[src/rtl/obi_to_axil_bridge.sv]
// Bridges one OBI master port onto a single AXI4-Lite master port.
// One transaction is in flight at a time, and the OBI response is registered.
module obi_to_axil_bridge #(
  parameter int unsigned ADDR_WIDTH = 32,
  parameter int unsigned DATA_WIDTH = 32,
  parameter logic [2:0]  AXI_PROT   = 3'b000
) (
  input  logic                    clk_i,
  input  logic                    rst_ni,
  // OBI slave side
  input  logic                    obi_req_i,
  output logic                    obi_gnt_o,
  input  logic [ADDR_WIDTH-1:0]   obi_addr_i,
  input  logic                    obi_we_i,
  input  logic [DATA_WIDTH/8-1:0] obi_be_i,
  input  logic [DATA_WIDTH-1:0]   obi_wdata_i,
  output logic                    obi_rvalid_o,
  output logic [DATA_WIDTH-1:0]   obi_rdata_o,
  output logic                    obi_err_o,
  // AXI4-Lite master side
  output logic [ADDR_WIDTH-1:0]   m_aw_addr,
  output logic [2:0]              m_aw_prot,
  output logic                    m_aw_valid,
  input  logic                    m_aw_ready,
  output logic [DATA_WIDTH-1:0]   m_w_data,
  output logic [DATA_WIDTH/8-1:0] m_w_strb,
  output logic                    m_w_valid,
  input  logic                    m_w_ready,
  input  logic [1:0]              m_b_resp,
  input  logic                    m_b_valid,
  output logic                    m_b_ready,
  output logic [ADDR_WIDTH-1:0]   m_ar_addr,
  output logic [2:0]              m_ar_prot,
  output logic                    m_ar_valid,
  input  logic                    m_ar_ready,
  input  logic [DATA_WIDTH-1:0]   m_r_data,
  input  logic [1:0]              m_r_resp,
  input  logic                    m_r_valid,
  output logic                    m_r_ready,
  // current FSM state, for observation only
  output logic [2:0]              dbg_state
);

  localparam int unsigned STRB_WIDTH = DATA_WIDTH / 8;

  // Handshake rule on every channel: a transfer happens on a rising clk_i edge
  // where valid and ready are both high; valid, once raised, holds (with its
  // payload stable) until that edge, and ready may change freely.

  typedef enum logic [2:0] {
    IDLE   = 3'd0,
    WR     = 3'd1,
    WAIT_B = 3'd2,
    RD_A   = 3'd3,
    WAIT_R = 3'd4
  } state_t;

  state_t state, state_next;

  logic [ADDR_WIDTH-3:0] addr_q;
  logic [STRB_WIDTH-1:0] be_q;
  logic [DATA_WIDTH-1:0] wdata_q;
  logic                  aw_valid_q;
  logic                  w_valid_q;
  logic                  ar_valid_q;
  logic                  rvalid_q;
  logic [DATA_WIDTH-1:0] rdata_q;
  logic                  err_q;

  logic grant;
  logic aw_hs, w_hs, ar_hs, b_hs, r_hs;
  logic aw_left, w_left;
  logic unused_inputs;

  assign grant = obi_req_i && (state == IDLE);

  assign aw_hs = aw_valid_q && m_aw_ready;
  assign w_hs  = w_valid_q && m_w_ready;
  assign ar_hs = ar_valid_q && m_ar_ready;
  assign b_hs  = m_b_valid && m_b_ready;
  assign r_hs  = m_r_valid && m_r_ready;

  // A write channel is still open if its valid survives the current edge.
  assign aw_left = aw_valid_q && !m_aw_ready;
  assign w_left  = w_valid_q && !m_w_ready;

  // Only resp[1] distinguishes error from success; the low address bits are
  // replaced by the word alignment.
  assign unused_inputs = ^{m_b_resp[0], m_r_resp[0], obi_addr_i[1:0]};

  always_comb begin
    state_next = state;
    case (state)
      IDLE: begin
        if (grant) state_next = obi_we_i ? WR : RD_A;
      end
      WR: begin
        if (b_hs)                     state_next = IDLE;
        else if (!aw_left && !w_left) state_next = WAIT_B;
      end
      WAIT_B: begin
        if (b_hs) state_next = IDLE;
      end
      RD_A: begin
        if (ar_hs) state_next = WAIT_R;
      end
      WAIT_R: begin
        if (r_hs) state_next = IDLE;
      end
      default: state_next = IDLE;
    endcase
  end

  always_ff @(posedge clk_i or negedge rst_ni) begin
    if (!rst_ni) begin
      state <= IDLE;
    end else begin
      state <= state_next;
    end
  end

  // Request payload is captured only on grant, which keeps it stable while
  // any AXI valid is up.
  always_ff @(posedge clk_i or negedge rst_ni) begin
    if (!rst_ni) begin
      addr_q  <= '0;
      be_q    <= '0;
      wdata_q <= '0;
    end else if (grant) begin
      addr_q  <= obi_addr_i[ADDR_WIDTH-1:2];
      be_q    <= obi_be_i;
      wdata_q <= obi_wdata_i;
    end
  end

  always_ff @(posedge clk_i or negedge rst_ni) begin
    if (!rst_ni) begin
      aw_valid_q <= 1'b0;
      w_valid_q  <= 1'b0;
      ar_valid_q <= 1'b0;
    end else if (grant) begin
      aw_valid_q <= obi_we_i;
      w_valid_q  <= obi_we_i;
      ar_valid_q <= !obi_we_i;
    end else begin
      if (aw_hs) aw_valid_q <= 1'b0;
      if (w_hs)  w_valid_q  <= 1'b0;
      if (ar_hs) ar_valid_q <= 1'b0;
    end
  end

  // b_ready/r_ready are only high in states owning that response, so either
  // handshake marks completion.
  always_ff @(posedge clk_i or negedge rst_ni) begin
    if (!rst_ni) begin
      rvalid_q <= 1'b0;
      rdata_q  <= '0;
      err_q    <= 1'b0;
    end else begin
      rvalid_q <= b_hs || r_hs;
      if (b_hs) begin
        err_q <= m_b_resp[1];
      end else if (r_hs) begin
        err_q   <= m_r_resp[1];
        rdata_q <= m_r_data;
      end
    end
  end

  assign obi_gnt_o    = grant;
  assign obi_rvalid_o = rvalid_q;
  assign obi_rdata_o  = rdata_q;
  assign obi_err_o    = err_q;

  assign m_aw_addr  = {addr_q, 2'b00};
  assign m_aw_prot  = AXI_PROT;
  assign m_aw_valid = aw_valid_q;
  assign m_w_data   = wdata_q;
  assign m_w_strb   = be_q;
  assign m_w_valid  = w_valid_q;
  assign m_b_ready  = (state == WR) || (state == WAIT_B);
  assign m_ar_addr  = {addr_q, 2'b00};
  assign m_ar_prot  = AXI_PROT;
  assign m_ar_valid = ar_valid_q;
  assign m_r_ready  = (state == WAIT_R);

  assign dbg_state = state;

endmodule

[config.mk]
export PLATFORM = sky130hd
export DESIGN_NAME = obi_to_axil_bridge
export DESIGN_NICKNAME = d
export VERILOG_FILES = /design/src/rtl/obi_to_axil_bridge.sv
export SDC_FILE = /design/constraint.sdc
export NUM_CORES = 1
export LEC_CHECK = 0
export ABC_AREA = 0
export CAP_MARGIN = 20
export CORE_MARGIN = 5
export CORE_UTILIZATION = 39
export DETAILED_ROUTE_END_ITERATION = 12
export GPL_ROUTABILITY_DRIVEN = 0
export PLACE_DENSITY_LB_ADDON = 0.12
export RECOVER_POWER = 25
export SYNTH_ARGS = -nofsm -noshare
export SYNTH_HDL_FRONTEND = slang
export SYNTH_SLANG_ARGS = --single-unit
[constraint.sdc]
create_clock -name clk_i -period 1.74 [get_ports clk_i]
set_clock_uncertainty 0.05 [all_clocks]
set_input_delay 0.348 -clock clk_i [delete_from_list [all_inputs] [get_ports clk_i]]
set_output_delay 0.348 -clock clk_i [all_outputs]
set_load 0.005 [all_outputs]
Word-level counts from Yosys, hierarchy flattened
Index checks and enable logic that the tools add are counted.
{"block": "totals", "register_bits": 106, "latchBits": 0, "ram_bits": 0, "romBits": 0, "in_bits": 113, "output_inout_bits": 149, "memories": 0}
{"block": "op_classes", "add_sub_neg": 0, "mul": 0, "div": 0, "magnitude_cmp": 0, "eq_ne": 9, "n_shift": 0, "muxes": 16, "bitwise": 1, "n_reduce_logical": 23}
{"cell": "3-bit 2-to-1 mux", "n": 6}
{"cell": "3-bit case mux with 5 select lines", "n": 1}
{"cell": "1-bit logical AND", "n": 9}
{"cell": "1-bit 2-to-1 mux", "n": 8}
{"cell": "2-bit nonzero test", "n": 4}
{"cell": "3-bit by 2-bit equality test with 1-bit output, second input constant", "n": 2}
{"cell": "2-bit inequality test, second input constant", "n": 3}
{"cell": "1-bit zero test", "n": 5}
{"cell": "5-bit AND reduction", "n": 1}
{"cell": "3-bit by 1-bit equality test with 1-bit output, second input constant", "n": 1}
{"cell": "3-bit equality test, second input constant", "n": 1}
{"cell": "3-bit zero test", "n": 1}
{"cell": "3-bit inequality test, second input constant", "n": 1}
{"cell": "1-bit logical OR", "n": 2}
{"cell": "2-bit 2-to-1 mux", "n": 1}
{"cell": "2-bit by 1-bit inequality test with 1-bit output, second input constant", "n": 1}
{"cell": "2-bit AND reduction", "n": 1}
{"cell": "1-bit NOT", "n": 1}

Longest topological paths before layout
{"block": "depth", "word_depth": 7, "depth_mapped": 6, "depth_no_buf": 3}

Worst setup path after synthesis
OpenSTA, ideal clock, no wires.
{"block": "synth_path", "kind": "reg2reg", "startpoint": "register state[2], in the netlist dbg_state[2]", "endpoint": "register addr_q[0]", "arrival_time_ns": 1.451, "path_slack_ns": 0.113, "stages_incl_launch_ff": 6, "synth_period_minus_slack_ns": 1.627, "cell_sequence": "dfrtp_1 -> buf_6 -> nor4b_4 -> buf_12 -> buf_12 -> mux2_4"}
{"block": "synth_between", "elab_chain_cells": 2}
{"item": "start: declaration", "line_no": "58", "source": "state_t state, state_next;"}
{"item": "start signal: assignment", "line_no": "118", "source": "state <= state_next;"}
{"item": "3-bit zero test", "line_no": "75", "source": "assign grant = obi_req_i && (state == IDLE);"}
{"item": "1-bit logical AND", "line_no": "75"}
{"item": "end signal: assignment", "line_no": "130", "source": "addr_q <= obi_addr_i[ADDR_WIDTH-1:2];"}
{"item": "end: declaration", "line_no": "60", "source": "logic [ADDR_WIDTH-3:0] addr_q;"}
Every way passes these cells.
A chain may end at the register's enable or synchronous reset.

Worst setup path after layout
{"block": "layout_path", "startpoint": "register state[0], in the netlist dbg_state[0]", "endpoint": "register err_q, in the netlist obi_err_o"}
{"block": "layout_between", "elab_chain_cells": 4, "elab_cells_between_ends": 8}
{"item": "3-bit by 1-bit equality test with 1-bit output or 3-bit by 2-bit equality test with 1-bit output (tied branches)", "line_no": "181", "source": "assign m_b_ready = (state == WR) || (state == WAIT_B);"}
{"item": "1-bit logical OR", "line_no": "181"}
{"item": "1-bit logical AND", "line_no": "80", "source": "assign b_hs = m_b_valid && m_b_ready;"}
{"item": "1-bit 2-to-1 mux or 2-bit nonzero test (tied branches)"}
{"item": "end signal: assignment", "line_no": "162", "source": "err_q <= m_b_resp[1];"}
{"item": "end signal: assignment", "line_no": "164", "source": "err_q <= m_r_resp[1];"}
{"item": "end: declaration", "line_no": "68", "source": "logic err_q;"}
Parallel ways exist; a longest one is shown, timed or not.

==> metrics.txt <==
status complete, but fails checks; violated checks setup timing; Worst-Skew Late Latency about 0.35 ns; leakage 3.55 nW; HP Class reg2reg; multi-input logic area 1770 µm²; met2 Use GR 0.297; area of placed instances 7200 µm²; Crit Path Class reg2reg; setup violators final 101; CP required 1.93 ns; count of cell types in the netlist 30; worst slew pin tran roughly 0.76 ns; area leader, netlist dfrtp_1; Core ar. 12000 µm²; overall routing resource usage 0.175; ratio of cells with drive above 1 in the final layout 0.306; fin area between 8000 and 9000 µm²; main flop type after synthesis dfrtp_1; via count 3241; drt first pass iters 4; post-synthesis sequential area ratio 0.559; Die X around 120 µm; final core utilization 0.672; Final Hold Vio Count 0; DRC viols 0; Syn-to-layout area delta 69.2%; hold path cells 1; FILL cells 869; PwrDens about 1700 nW/µm²; max-cap violations 0; Nets 668; met3 layer usage reported by global route 0.0716; first-pass GRT wire length 19400 µm; per-cell routed wire length 19.2 µm; Die Y 120 µm; slew margin rel. 0.491; Initial Util 0.397; area of the die between 10000 and 15000 µm²; detailed-route vias per instance 4.59; TritonCTS buffer count 9; met1 GRT Util 0.201; DRT antenna net count 0; number of diodes 0; largest net degree at the start of global routing 30; CTS tree done; VDD IR max 1.03 mV; achievable frequency 538 MHz; IO Port Bufs around 250; total grt overflow 0; Worst R2R Path Depth 7; post-DP HPWL 9810 µm; H-tree lvl count 3; Worst setup EP type register; post-route setup TNS -6.35 ns; Worst-path clk slew around 0.07 ns; clk sink count 106; Synth Cell Area 4750 µm²; Initial DRC Count 90; Avg Cell Area, Syn 16.2 µm²; Slew Viols, Final 0; Final min period between 1.5 and 2 ns; register area 2660 µm²; clock buffer depth 2; setup slack after layout -0.119 ns; RSZ-0062 raised after global routing yes; initial antenna violation count 0; Core Rows 40; final WL roughly 14000 µm; Pwr Total 13.7 mW; Tcrit/Tclk final 1.07; Mapped Cells 293; CTS root buffer clkbuf_16; CP Max Fanout 4; worst endpoint data arrival time 2.05 ns; Synth top area share 0.559; most used routing layer in global routing met2; ys async rst share 1.00; EDFF count, synth 0; ranking of synthesized cells by area dfrtp_1 (56%), mux2_4 (19%), mux2_2 (8.1%); Yosys reg bits 106; # IOs 262; synth warn 0; vias in the first global route 3403; crit path launch type register
## routing by layer
layer | routed length [µm] | up-vias | share of wire
met4 | 226 | 0 | 0.017
met3 | 1080 | 13 | 0.080
met5 | 0 | - | 0
li1 | - | 1482 | -
met2 | 6910 | 145 | 0.51
met1 | 5310 | 1601 | 0.39
## cell families (layout without fill, tap and decap cells)
group / Yosys count / count (layout) / synth area share
other cells: 1 / 10 / 0.000790
simple gates: 18 / 18 / 0.0266
compound gates: 10 / 10 / 0.0153
flops: 106 / 106 / 0.559
buf+inv: 57 / 314 / 0.113
mux: 99 / 99 / 0.282
xor+xnor: 2 / 2 / 0.00369
## state kept, by name (all words and copies together), names as in the netlist, 3 cells and up
signal,cells
dbg_state,3
addr_q,30
m_w_strb,4
obi_rdata_o,32
m_w_data,32
## cell type report
class,instances,area share
clock buffer,10,0.0285
multi-input combinational,139,0.221
timing repair buffer,297,0.387
tap,147,0.0229
sequential,106,0.330
inverter,2,0.000934
clock inverter,5,0.00997
## metrics by stage
step,worst slack [ns],instances,hold WS (ns)
global route,-0.190,706,0.458
finish,-0.119,706,0.443
CTS,-0.107,689,0.441
floorplan,0.113,302,0.00241
detailed placement,-0.346,665,0.271
global placement,-0.329,665,0.271
## synthesized netlist by cell type (all sizes together) (2+ instances only)
master  count
and2b       2
o21ai       3
nand3       2
a31oi       2
inv         2
nor4b       2
nand2       2
nand2b      5
buf        55
dfrtp     106
nor3        2
mux2       98
## path summary, 6_finish.rpt
path	startpoint	end	slack (ns)
min in group asynchronous	rst_ni	m_w_data[4]	0.56
max	dbg_state[0]	obi_err_o	-0.12
min reg2reg	m_w_data[26]	m_w_data[26]	0.44
max reg2reg	dbg_state[0]	obi_err_o	-0.12
min	m_w_data[26]	m_w_data[26]	0.44
max in group asynchronous	rst_ni	obi_rdata_o[7]	0.21
## where the power goes
| part | switching (mW) | internal (mW) | total, mW |
|---|---|---|---|
| registers | 0.767 | 3.64 | 4.40 |
| logic | 1.97 | 5.17 | 7.14 |
| clock network | 0.889 | 1.25 | 2.14 |
| total | 3.62 | 10.1 | 13.7 |
## worst max-delay path: stages (launching register included)
cell	delay [ns]
dfrtp_1	0.43
buf_6	0.15
buf_6	0.11
nor4bb_4	0.30
buf_4	0.20
buf_6	0.13
a31oi_4	0.04
a221o_1	0.32
## cell usage in the layout (no fill, tap or decap), types with 2 or more instances in the layout
cell,netlist,layout
conb_1,1,10
buf_12,8,7
bufinv_16,0,2
o21ai_0,3,3
dlygate4sd2_1,0,3
nand3_1,2,2
and2b_1,2,2
dfrtp_2,0,2
buf_8,0,4
mux2_4,60,95
buf_2,1,2
mux2_2,34,2
buf_6,5,9
clkinvlp_4,0,2
nand2b_1,5,5
buf_4,41,22
inv_1,2,2
nand2_1,2,2
clkdlybuf4s50_1,0,240
clkbuf_16,0,16
dfrtp_1,106,104
## timing repair
item | in CTS | in global routing
hold buffers | 1 | 0
setup buffers | 7 | 10
gates resized for setup | 51 | 27
pin swaps | 2 | 4
endpoints found under the setup margin | 70 | 101
endpoints found under the hold margin | 26 | 0
cloned | 1 | 7
Power figures use the tool's default switching activity.
